<file path="config.mk">
export PLATFORM = sky130hd
export DESIGN_NAME = full_adder_4bit
export DESIGN_NICKNAME = d
export VERILOG_FILES = /design/src/rtl/full_adder_4bit.sv
export SDC_FILE = /design/constraint.sdc
export NUM_CORES = 1
export LEC_CHECK = 0
export ABC_AREA = 1
export BUFFER_PORTS_ARGS = -buffer_cell sky130_fd_sc_hd__buf_2
export CAP_MARGIN = 5
export CORE_AREA = 2 2 39 41
export DETAILED_ROUTE_END_ITERATION = 7
export DIE_AREA = 0 0 41 43
export GPL_ROUTABILITY_DRIVEN = 0
export PLACE_DENSITY = 0.5
export SYNTH_ARGS = -nofsm -noshare
export SYNTH_HDL_FRONTEND = slang
export SYNTH_SLANG_ARGS = --single-unit
</file>
<file path="constraint.sdc">
create_clock -name clk -period 4.15 [get_ports clk]
set_input_delay 0.83 -clock clk [delete_from_list [all_inputs] [get_ports clk]]
set_output_delay 0.83 -clock clk [all_outputs]
set_load 0.03 [all_outputs]
</file>
<file path="src/rtl/full_adder_4bit.sv">
// rtl/full_adder_4bit.sv - registered WIDTH-bit ripple-carry adder with carry in/out
// Optional FULL_ADDER_OVF_EN adds a registered signed-overflow output ovf.
module full_adder_4bit #(
   parameter int WIDTH = 4
) (
   input  logic             clk,
   input  logic             rst_n,
   input  logic             in_valid,
   input  logic [WIDTH-1:0] a,
   input  logic [WIDTH-1:0] b,
   input  logic             cin,
   output logic [WIDTH-1:0] sum,
   output logic             cout,
   output logic             out_valid
`ifdef FULL_ADDER_OVF_EN
   ,
   output logic             ovf
`endif
);

   logic [WIDTH:0]   carry;
   logic [WIDTH-1:0] sum_next;

   assign carry[0] = cin;

   // One full-adder cell per bit; carry ripples from LSB to MSB.
   for (genvar i = 0; i < WIDTH; i++) begin : g_cell
      assign sum_next[i]  = a[i] ^ b[i] ^ carry[i];
      assign carry[i+1]   = (a[i] & b[i]) | (carry[i] & (a[i] ^ b[i]));
   end

   always_ff @(posedge clk) begin
      if (!rst_n) begin
         sum       <= '0;
         cout      <= 1'b0;
         out_valid <= 1'b0;
      end else begin
         out_valid <= in_valid;
         if (in_valid) begin
            sum  <= sum_next;
            cout <= carry[WIDTH];
         end
      end
   end

`ifdef FULL_ADDER_OVF_EN
   // Signed overflow: carry into the sign bit differs from carry out of it.
   always_ff @(posedge clk) begin
      if (!rst_n) begin
         ovf <= 1'b0;
      end else if (in_valid) begin
         ovf <= carry[WIDTH] ^ carry[WIDTH-1];
      end
   end
`endif

endmodule

</file>
==> out/metrics.yaml, run 1 <==
synth_edf_count: 0
status: "finished, final reports clean"
clkTransAtPathRegs_ns: 0.05
grt_pass1_wl_um: 890
required_ns: 4.33
viasPerCell: 3.71
fin_crit_sh_pct: 59.4
hold_viol: 0
vias: 286
async_flop_share_pct: 0
dp_hpwl_um: 464
worstRegToRegCells: 2
synth_top_area_share_pct: 36.4
p_leak_nw: 0.270
synth_top_cell_by_area: "dfxtp_1"
critical_path.top_delay_family: "adder cells"
multi_input_area_um2: 161
whs_endpoint: "sum[2]"
slew_viol_final: 0
synthTopCellsByCount: "10 x inv_1, 10 x nand2_1, 10 x nor2_1"
max_stage_delay_ns: 0.41
drive_gt1_share_pct: 34.4
r2r_setup_slack_ns: 3.61
ys_ff_latch: 6
hold_path_class: "reg2reg"
intPower_w: 0.000111
cp_max_fo: 1
post_cts_buffers: 0
layout.nets: 79
dp_slack_ns: 1.42
htree_num_levels: 1
synth_nets: 58
tightest_slew_ns: 0.206
core_area_um2: 1380
yosysWarnings: 0
syn_to_final_growth_pct: 35.2
crit_top_cell: "fa_1"
synth_area_per_cell_um2: 7.86
num_rows: 14
cts_buffers: 3
syn_area_um2: 330
initial_utilization_pct: 23.9
dr.pass1.iters: 4
rr_startpoint: "cout"
cp_cell_sequence: "buf_2, fa_1, inv_1, fa_1, inv_1, fa_1, inv_1, fa_1, nand2_1, nand2_1, nor2_1"
ant_nets: 0
setup_ws_ns: 1.68
wl_um: 573
pwr-share-comb_pct: 25.7
max-cap-violations: 0
ys_types: 7
fin_util_pct: 32.3
clk_latency_ns: 0.24
clkPwrFrac_pct: 33.3
max_freq_mhz: 406
grt_pass1_vias: 242
critPathBufInv: 4
setup_tns_ns: 0
cts_hold_buf: 0
ff_latch_area_um2: 120
clock_skew_ns: 0
synthTopCellsByArea: "dfxtp_1 36%, fa_1 24%, inv_1 11%"
root_buffer: "clkbuf_4"
cp_slowest_cell: "fa_1"
syn-instance-count: 42
die_h_um: 43
max_slew_margin_pct: 86.3
hold_depth: 2
synth_seq_area_share_pct: 36.4
grt_remaining_overflow: 0
fin_crit_ns: 2.47
cp-start-kind: "primary input"
synth_ff_type: "dfxtp_1"
diodes: 0
critical_path_class: "in2reg"
peakVddDrop_mv: 0.0724
worstHoldStart: "sum[2]"
finalSetupViolCount: 0
r2r_end: "cout"
powerDensity_nw_per_um2: 354
num_io_pins: 18
cp.arrival_ns: 2.64
clockBufferDepth: 2
cts_resized: 0
swShare_pct: 30.0
p_sw_w: 0.0000473
antenna_found_initial: 0
grt_max_degree: 12
n_fill_cell: 162
drc: 0
wl_per_cell_um: 7.44
die_area_um2: 1760
rsz0062_at_grt: "false"
cts_tree: "yes"
end_kind: "register"
clock_sinks: 6
port_buffers: 17
grt.total_usage_pct: 7.99
p_seq_share_pct: 41.0
drt_iter0_markers: 5
die_x_um: 41
[cells by family (layout without fill, tap and decap cells)]
group / after synthesis / count (layout) / share of synthesized area (%)
simple gates: 21 / 21 / 24.6
buf+inv: 11 / 30 / 14.8
flops: 6 / 6 / 36.4
fa+ha+maj: 4 / 4 / 24.2
[power groups by stage]
stage                     Combinational [W]  Clock (W)  Sequential [W]
after CTS                         0.0000415  0.0000555       0.0000648
after global placement            0.0000406          0       0.0000658
after global routing              0.0000460  0.0000580       0.0000654
after detailed placement          0.0000414          0       0.0000658
after floorplan                   0.0000180          0       0.0000761
final                             0.0000406  0.0000525       0.0000648
[area by class of cell]
| cell class | instances | share of cell area, % |
|---|---|---|
| Clock buffer | 3 | 5.04 |
| Inverter | 10 | 8.40 |
| Multi-Input combinational cell | 25 | 36.1 |
| Sequential cell | 6 | 26.9 |
| Tap cell | 16 | 4.48 |
| Timing Repair Buffer | 17 | 19.0 |
[tightest hold or removal path, cell delays in order (launching register included)]
cell	delay (ns)
dfxtp_1	0.30
nor2_1	0.08
nor2_1	0.05
[sequential cells by signal, summed over array words and instances, names as in the netlist]
name       count
out_valid      1
sum            4
cout           1
[cells in the final DEF, fill, tap and decap left out]
cell type,netlist,layout
clkbuf_4,0,3
nand2_2,1,1
fa_1,4,4
buf_2,0,17
nand2_1,10,10
dfxtp_1,6,6
inv_1,10,10
nor2_1,10,10
[stage by stage]
stage | total power [W] | hold WS (ns) | std cells | area, µm²
after floorplan | 0.0000940 | 0.593 | 42 | 330
after global placement | 0.000106 | 0.453 | 74 | 424
after detailed placement | 0.000107 | 0.459 | 74 | 424
after CTS | 0.000162 | 0.469 | 77 | 447
after global routing | 0.000169 | 0.488 | 77 | 447
final | 0.000158 | 0.467 | 77 | 447
[metal layers]
layer	vias to the layer above	track usage [%]	routed length, µm
met1	121	9.54	245
met5	-	0	0
li1	153	-	-
met4	0	10.0	9
met2	10	10.0	258
met3	2	1.57	60
[how the worst max path moves through the flow]
stage	cells after the start	endpoint	startpoint
global route	11	sum[3]	a[0]
detailed placement	11	sum[3]	a[0]
global placement	11	sum[3]	a[0]
floorplan	10	sum[3]	a[0]
CTS	11	sum[3]	a[0]
finish	11	sum[3]	a[0]
(Power assumes the default switching activity.)
==> run 2: changes to the inputs <==
--- a/config.mk
+++ b/config.mk
@@ -12,7 +12,7 @@
 export DETAILED_ROUTE_END_ITERATION = 7
 export DIE_AREA = 0 0 41 43
 export GPL_ROUTABILITY_DRIVEN = 0
-export PLACE_DENSITY = 0.5
+export PLACE_DENSITY = 0.51
 export SYNTH_ARGS = -nofsm -noshare
 export SYNTH_HDL_FRONTEND = slang
 export SYNTH_SLANG_ARGS = --single-unit
==> constraint.sdc (replaced) <==
create_clock -name clk -period 2.05 [get_ports clk]
set_input_delay 0.41 -clock clk [delete_from_list [all_inputs] [get_ports clk]]
set_output_delay 0.41 -clock clk [all_outputs]
set_load 0.03 [all_outputs]
==> run 2 against run 1 <==
Net effect: combinational power up 110%; via count down 2.4%; worst hold slack worse by 0.016 ns; routed wire length down 1.9%; clock power up 92%; final area up 3.1%; die area unchanged; non-clock buffer count unchanged; clock skew unchanged; sequential share of layout area down 0.80 points; first-iteration DRC count unchanged.
==> out/metrics.yaml, run 2 (synthesis results as in run 1) <==
clock_sinks: 6  # unchanged
grt_remaining_overflow: 0  # unchanged
top_regs: "sum x4, cout x1, out_valid x1"  # unchanged
num_io_pins: 18  # unchanged
rsz0062_at_grt: "false"  # unchanged
cp_cell_sequence: "buf_6, fa_2, inv_2, fa_2, inv_2, fa_2, inv_2, fa_1, nand2_1, nand2_1, nor2_1"  # was buf_2, fa_1, inv_1, fa_1, inv_1, fa_1, inv_1, fa_1, nand2_1, nand2_1, nor2_1
hold_depth: 3  # was 2
max_stage_delay_ns: 0.39  # was 0.41 ns
max_slew_margin_pct: 86.5  # was 86.3%
worstRegToRegCells: 2  # unchanged
cts_hold_buf: 0  # unchanged
layout_common_cells: "16 x buf_2, 10 x nor2_1, 10 x nand2_1, 7 x inv_1, 6 x dfxtp_1"  # was 17 x buf_2, 10 x inv_1, 10 x nor2_1, 10 x nand2_1, 6 x dfxtp_1
htree_num_levels: 1  # unchanged
antenna_found_initial: 0  # unchanged
status: "finished, final reports clean"  # unchanged
dp_slack_ns: -0.222  # was 1.42 ns
cts_tree: "yes"  # unchanged
core_area_um2: 1380  # unchanged
die_area_um2: 1760  # unchanged
clock_skew_ns: 0  # unchanged
critical_path_class: "in2reg"  # unchanged
cp_max_fo: 1  # unchanged
final_common_cell: "buf_2"  # unchanged
ant_nets: 0  # unchanged
syn_to_final_growth_pct: 39.4  # was 35.2%
dr.pass1.iters: 2  # was 4
powerDensity_nw_per_um2: 695  # was 354 nW/µm²
diodes: 0  # unchanged
cts_resized: 0  # unchanged
cp.arrival_ns: 2.14  # was 2.64 ns
r2r_setup_slack_ns: 1.51  # was 3.61 ns
port_buffers: 17  # unchanged
clockBufferDepth: 2  # unchanged
cp-start-kind: "primary input"  # unchanged
n_fill_cell: 156  # was 162
fin_crit_sh_pct: 96.0
num_rows: 14  # unchanged
die_x_um: 41  # unchanged
cp_slowest_cell: "fa_1"  # unchanged
root_buffer: "clkbuf_4"  # unchanged
largest_reg_flops: 4  # unchanged
cts_buffers: 3  # unchanged
clk_latency_ns: 0.23  # was 0.24 ns
ff_latch_area_um2: 120  # unchanged
grt.total_usage_pct: 7.97  # was 7.99%
fin_crit_ns: 1.97
regMostFlops: "sum"  # unchanged
p_leak_nw: 0.266  # was 0.270 nW
die_h_um: 43  # unchanged
required_ns: 2.22  # was 4.33 ns
end_kind: "register"  # unchanged
peakVddDrop_mv: 0.169  # was 0.0724 mV
finalSetupViolCount: 0  # unchanged
slew_viol_final: 0  # unchanged
wl_per_cell_um: 7.30  # was 7.44 µm
grt_pass1_wl_um: 959  # was 890 µm
layout.nets: 79  # unchanged
post_cts_buffers: 0  # unchanged
setup_ws_ns: 0.0823  # was 1.68 ns
max_freq_mhz: 508
multi_input_area_um2: 169  # was 161 µm²
drive_gt1_share_pct: 44.3  # was 34.4%
vias: 279  # was 286
hold_path_class: "in2reg"  # was reg2reg
drt_iter0_markers: 5  # unchanged
wl_um: 562  # was 573 µm
grt_max_degree: 12  # unchanged
clkTransAtPathRegs_ns: 0.04  # was 0.05 ns
initial_utilization_pct: 23.9  # unchanged
drc: 0  # unchanged
max-cap-violations: 0  # unchanged
grt_pass1_vias: 254  # was 242
tightest_slew_ns: 0.203  # was 0.206 ns
dp_hpwl_um: 454  # was 464 µm
hold_viol: 0  # unchanged
fin_util_pct: 33.3  # was 32.3%
viasPerCell: 3.62  # was 3.71
run 2: cell counts in the layout (fill, tap and decap cells not counted):
Identical to the previous run, type by type.
run 2: final timing paths:
| path | startpoint | end |
|---|---|---|
| hold reg to reg | sum[3] | sum[3] |
| setup / recovery | cin | sum[3] |
| setup reg to reg | cout | cout |
| hold / removal | rst_n | out_valid |
run 2: through the flow:
step | instance area, µm² | hold WS (ns) | TNS [ns] | power, W | instances
after floorplan | 338 | 0.508 | -0.0286 | 0.000194 | 42
final | 460 | 0.451 | 0 | 0.000320 | 77
after CTS | 454 | 0.447 | 0 | 0.000326 | 77
after global routing | 460 | 0.447 | 0 | 0.000350 | 77
after global placement | 432 | 0.456 | -0.202 | 0.000219 | 74
after detailed placement | 432 | 0.461 | -0.222 | 0.000221 | 74
run 2: where the power goes:
group          leakage [nW]   total, W  switching, W  internal, W
clock network        0.0138   0.000101     0.0000356    0.0000658
registers            0.0499   0.000132    0.00000426     0.000127
logic                 0.202  0.0000869     0.0000532    0.0000337
run 2: cell type report:
class | instances | area share, %
sequential | 6 | 26.1
multi-input combinational | 25 | 36.7
timing repair buffer | 17 | 19.8
clock buffer | 3 | 4.89
inverter | 10 | 8.15
tap | 16 | 4.35
run 2: metal layers:
layer	global-route usage, %	wire length, µm
met5	0	0
met1	10.1	253
met4	4.00	0
met2	10.6	247
met3	4.19	62
run 2: critical path: cells and delay by family:
kind          cells  cell delay [ns]
fa+ha+maj         4             1.27
simple gates      3             0.21
buf+inv           4             0.25
